### config.mk
export PLATFORM = sky130hd
export DESIGN_NAME = pipe_ctrl
export DESIGN_NICKNAME = d
export VERILOG_FILES = /design/src/rtl/pipe_ctrl.sv
export SDC_FILE = /design/constraint.sdc
export NUM_CORES = 1
export LEC_CHECK = 0
export BUFFER_PORTS_ARGS = -buffer_cell sky130_fd_sc_hd__buf_2
export CORE_UTILIZATION = 45
export CTS_CLUSTER_DIAMETER = 80
export DETAILED_ROUTE_END_ITERATION = 16
export PLACE_DENSITY = 0.88
export SLEW_MARGIN = 20
export SYNTH_ARGS = -nofsm -noshare
export SYNTH_HDL_FRONTEND = slang
export SYNTH_SLANG_ARGS = --single-unit
### constraint.sdc
create_clock -name clk -period 7.17 [get_ports clk]
set_input_delay 2.151 -clock clk [delete_from_list [all_inputs] [get_ports clk]]
set_output_delay 2.151 -clock clk [all_outputs]
set_load 0.01 [all_outputs]
### src/rtl/pipe_ctrl.sv
// Pipeline hazard controller: load-use stall, multi-cycle EX hold, jump redirect/flush, stall counter.
// Zero-latency control outputs derived from registered state plus current inputs; no backpressure of its own.
module pipe_ctrl #(
    parameter int FLUSH_CYC = 2,
    parameter int CNT_W     = 16
) (
    input  logic             clk,
    input  logic             rst_n,
    input  logic             jump_en_i,
    input  logic [31:0]      jump_addr_i,
    input  logic             ex_busy_i,
    input  logic             ex_load_i,
    input  logic [4:0]       ex_rd_addr_i,
    input  logic [4:0]       id_rs1_addr_i,
    input  logic [4:0]       id_rs2_addr_i,
    input  logic             clear_cnt_i,
    output logic             pc_hold_o,
    output logic             if_id_hold_o,
    output logic             id_ex_hold_o,
    output logic             if_id_flush_o,
    output logic             id_ex_flush_o,
    output logic             pc_load_o,
    output logic [31:0]      pc_load_addr_o,
    output logic [1:0]       state_o,
    output logic [CNT_W-1:0] stall_cnt_o
);

    typedef enum logic [1:0] {
        RUN   = 2'd0,
        STALL = 2'd1,
        BUSY  = 2'd2,
        FLUSH = 2'd3
    } state_t;

    localparam logic [2:0] FLUSH_INIT = 3'(FLUSH_CYC - 1);

    state_t           state_q, state_d;
    logic [2:0]       fcnt_q, fcnt_d;
    logic [CNT_W-1:0] cnt_q, cnt_d;

    logic hz;
    logic pc_hold, if_id_hold, id_ex_hold, if_id_flush, id_ex_flush, pc_load;
    logic any_act;

    assign hz = ex_load_i && (ex_rd_addr_i != 5'd0) &&
                ((ex_rd_addr_i == id_rs1_addr_i) || (ex_rd_addr_i == id_rs2_addr_i));

    always_comb begin
        state_d     = state_q;
        fcnt_d      = fcnt_q;
        pc_hold     = 1'b0;
        if_id_hold  = 1'b0;
        id_ex_hold  = 1'b0;
        if_id_flush = 1'b0;
        id_ex_flush = 1'b0;
        pc_load     = 1'b0;
        case (state_q)
            RUN, BUSY: begin
                if (ex_busy_i) begin
                    pc_hold    = 1'b1;
                    if_id_hold = 1'b1;
                    id_ex_hold = 1'b1;
                    state_d    = BUSY;
                end else if (jump_en_i) begin
                    pc_load     = 1'b1;
                    if_id_flush = 1'b1;
                    id_ex_flush = 1'b1;
                    fcnt_d      = FLUSH_INIT;
                    state_d     = FLUSH;
                end else if (hz && state_q == RUN) begin
                    // BUSY exit never stalls: the load that finished is not the one in ID's shadow
                    pc_hold     = 1'b1;
                    if_id_hold  = 1'b1;
                    id_ex_flush = 1'b1;
                    state_d     = STALL;
                end else begin
                    state_d = RUN;
                end
            end
            STALL: begin
                pc_hold     = 1'b1;
                if_id_hold  = 1'b1;
                id_ex_flush = 1'b1;
                state_d     = RUN;
            end
            FLUSH: begin
                if_id_flush = 1'b1;
                id_ex_flush = 1'b1;
                if (fcnt_q == 3'd0) begin
                    state_d = RUN;
                end else begin
                    fcnt_d = fcnt_q - 3'd1;
                end
            end
            default: state_d = RUN;
        endcase
    end

    assign any_act = pc_hold | if_id_hold | id_ex_hold | if_id_flush | id_ex_flush;

    always_comb begin
        cnt_d = cnt_q;
        if (clear_cnt_i) begin
            cnt_d = '0;
        end else if (any_act && (cnt_q != {CNT_W{1'b1}})) begin
            cnt_d = cnt_q + CNT_W'(1);
        end
    end

    always_ff @(posedge clk or negedge rst_n) begin
        if (!rst_n) begin
            state_q <= RUN;
            fcnt_q  <= 3'd0;
            cnt_q   <= '0;
        end else begin
            state_q <= state_d;
            fcnt_q  <= fcnt_d;
            cnt_q   <= cnt_d;
        end
    end

    // Outputs mix in live inputs, so reset must gate them explicitly
    assign pc_hold_o      = rst_n & pc_hold;
    assign if_id_hold_o   = rst_n & if_id_hold;
    assign id_ex_hold_o   = rst_n & id_ex_hold;
    assign if_id_flush_o  = rst_n & if_id_flush;
    assign id_ex_flush_o  = rst_n & id_ex_flush;
    assign pc_load_o      = rst_n & pc_load;
    assign pc_load_addr_o = (rst_n && pc_load) ? jump_addr_i : 32'd0;
    assign state_o        = rst_n ? 2'(state_q) : 2'd0;
    assign stall_cnt_o    = cnt_q;

endmodule
==> results by group <==
Routing
  – DRT Wirelength: 4480 um
  – Remaining antenna violation count: 0
  – Drt first pass iters: 4
  – Vias: 1,765
  – Wire per inst: 13.0 um
  – Drt initial violations: 67
  – Detailed-route vias per instance: 5.13
  – Drt drc: 0

Die
  – Row cnt: 21
  – Die Ht: 62.0 um
  – Die area: 3840 sq um
  – Starting Density: 0.478
  – IO Count: 109
  – Total core area: 3390 sq um
  – Die X: 62.0 um

Global route
  – Largest net degree at the start of global routing: 34
  – Vias in the first global route: 1,476
  – Total track usage: 0.226
  – Initial antenna violation count: 0
  – First-pass GRT wire length: 6390 um
  – Gr ovfl total: 0

Worst setup path
  – Crit-path leading delay family: simple AND/OR/NAND/NOR gates
  – Req. time, crit path: 5.02 ns
  – Setup crit end kind: primary output
  – Combined buffer and inverter count along the critical path: 2
  – CP arrival: 3.60 ns
  – Critical Path Start Type: input port
  – CP cell instances: buf_2, nor2_1, and3_1, and2_1, buf_2
  – Critical path's slowest cell: and3_1
  – Worst Path Max Fanout: 33
  – Slowest stage delay, CP: 0.67 ns
  – Class of the most critical setup path: in -> out
  – Most used cell, CP: buf_2

Yosys
  – Post-synth EDFFs: 0
  – Syn nets: 251
  – Mean area per synthesized cell: 8.30 sq um
  – Synth Cell Area: 1620 sq um
  – Syn Inst Count: 195
  – Distinct cells, synth: 35
  – Most used DFF post-synth: dfrtp_1
  – Synth top area share: 0.325
  – Yosys reg bits: 21
  – Sequential share of the synthesized area: 0.325
  – Yosys warns: 0
  – Top post-synthesis cells by area: dfrtp_1, and2_1, xor2_1
  – Cell type with the largest total area after synthesis: dfrtp_1
  – Async SR Flop Fraction: 1.00

Run
  – Max-Cap Viols: 0

STA
  – Setup Total Neg Slack: 0 ns
  – Max Slew Vio Count: 0
  – Max_slew headroom: 0.528
  – Fmax: 174 MHz
  – Final hold viol count: 0
  – Worst Skew: 0.00901 ns
  – Final setup vio count: 0
  – Minimum clock period: 5.75 ns
  – Unrepaired setup endpoints after global routing: no
  – Slew of the pin with the lowest slew margin: 0.706 ns
  – Period utilization: 0.802

Pwr
  – Power density over cell area: 155 nW/um^2
  – Part of the power in combinational logic: 0.410
  – Clk pwr share: 0.169
  – Int Power: 0.215 mW
  – NetSw: 0.127 mW
  – Sw Ratio: 0.370
  – Pleak: 1.17 nW
  – Sequential fraction of design power: 0.421
  – VDD IR max: 122 uV

Cells and area
  – Final core utilization: 0.650
  – Area growth syn-to-layout: 36.0%
  – Most frequent cells in the layout: buf_2, and2_1, dfrtp_1, nor2_1, a21oi_1
  – Layout cells sized above 1: 0.416
  – Nets: 355
  – Leading cell type in the layout, fill and taps excluded: buf_2
  – ANT cells: 0

Clock network
  – Clock sink total: 21
  – Root Driver: clkbuf_4
  – Max H-tree Level: 1
  – Clock transition at the registers of the reported paths: 0.11 ns
  – CTS tree: done
  – CTS buffer count: 3
  – Total setup buffers inserted after CTS: 0
  – Clk Latency, worst-skew pair: 0.31 ns
  – Max Root-Sink Buffers: 2
  – CTS hold repair buffers: 0
  – Post-cts sizing count: 0

Outcome
  – Outcome: finished clean

Worst hold path
  – Worst Hold Class: reg -> reg

Place
  – DP HPWL: 3460 um
  – Routability cong.: 0.837
  – Buffers added on ports: 108
## cell usage after synthesis, drive strengths merged (2+ instances only)
cell    instances
and2           35
dfrtp          21
nor2           14
a21oi          13
nand3          11
or4            11
xor2           10
inv             9
nand2           9
o31ai           9
clkbuf          7
and3            5
mux2            5
o21ai           5
nor2b           4
nor3            4
buf             3
ha              3
nor4            3
nand4           2
## through the flow
step / cell area [sq um] / hold WS, ns / std cells / worst slack (ns) / total power, mW
after global placement: 2180 / 0.487 / 340 / 1.42 / 0.284
after detailed placement: 2180 / 0.497 / 340 / 1.40 / 0.288
final: 2200 / 0.516 / 344 / 1.42 / 0.342
after global routing: 2200 / 0.595 / 344 / 1.24 / 0.370
after CTS: 2200 / 0.525 / 344 / 1.40 / 0.346
after floorplan: 1620 / 0.469 / 195 / 1.58 / 0.234
## routing by layer
layer,global-route usage,wire (um)
met1,0.262,1920
met2,0.421,2230
met3,0.0331,286
met4,0.0794,40
met5,0,0
## flip-flops by register name, indices dropped and copies added, names as in the netlist
signal	cells
stall_cnt_o	16
fcnt_q	3
state_q	2
## cell families (layout without fill, tap and decap cells)
logic type | after synthesis | in the layout | synth area share
AOI/OAI and AO/OA | 35 | 35 | 0.143
xor gates and xnor gates | 11 | 11 | 0.0595
adders and majority gates | 3 | 3 | 0.0232
buffers and inverters | 19 | 122 | 0.0510
DFF | 21 | 21 | 0.325
muxes | 5 | 5 | 0.0371
and+or+nand+nor | 101 | 101 | 0.362
## path summary, 6_finish.rpt
| path | cells past startpoint | start | endpoint | slack, ns |
|---|---|---|---|---|
| hold reg to reg | 2 | fcnt_q[1] | fcnt_q[1] | 0.52 |
| setup reg to reg | 6 | stall_cnt_o[7] | stall_cnt_o[1] | 4.99 |
| setup / recovery | 5 | ex_busy_i | pc_load_addr_o[30] | 1.42 |
| min in group asynchronous | 2 | rst_n | stall_cnt_o[11] | 1.80 |
| hold / removal | 2 | fcnt_q[1] | fcnt_q[1] | 0.52 |
| max in group asynchronous | 2 | rst_n | fcnt_q[2] | 5.12 |
## power groups by stage
| stage | clock network, mW | registers [mW] | logic, mW |
|---|---|---|---|
| 6_report | 0.0578 | 0.144 | 0.140 |
| 4_1_cts | 0.0598 | 0.144 | 0.142 |
| 3_3_place_gp | 0 | 0.145 | 0.138 |
| 5_1_grt | 0.0623 | 0.146 | 0.161 |
| 3_5_place_dp | 0 | 0.147 | 0.141 |
| 2_1_floorplan | 0 | 0.145 | 0.0893 |
## tightest hold or removal path: cells and delay by family (launching register included)
family,cells,cell delay (ns)
AO/OA/AOI/OAI,1,0.07
flip-flops,1,0.36
AND/OR/NAND/NOR,1,0.06
## final cells by class
cell class	count	area, sq um
clock buffer	4	26.3
fill	284	1190
inverter	9	33.8
multi-input combinational	155	1010
sequential	21	526
tap	46	57.6
timing repair buffer	109	548
(Power assumes the default switching activity.)
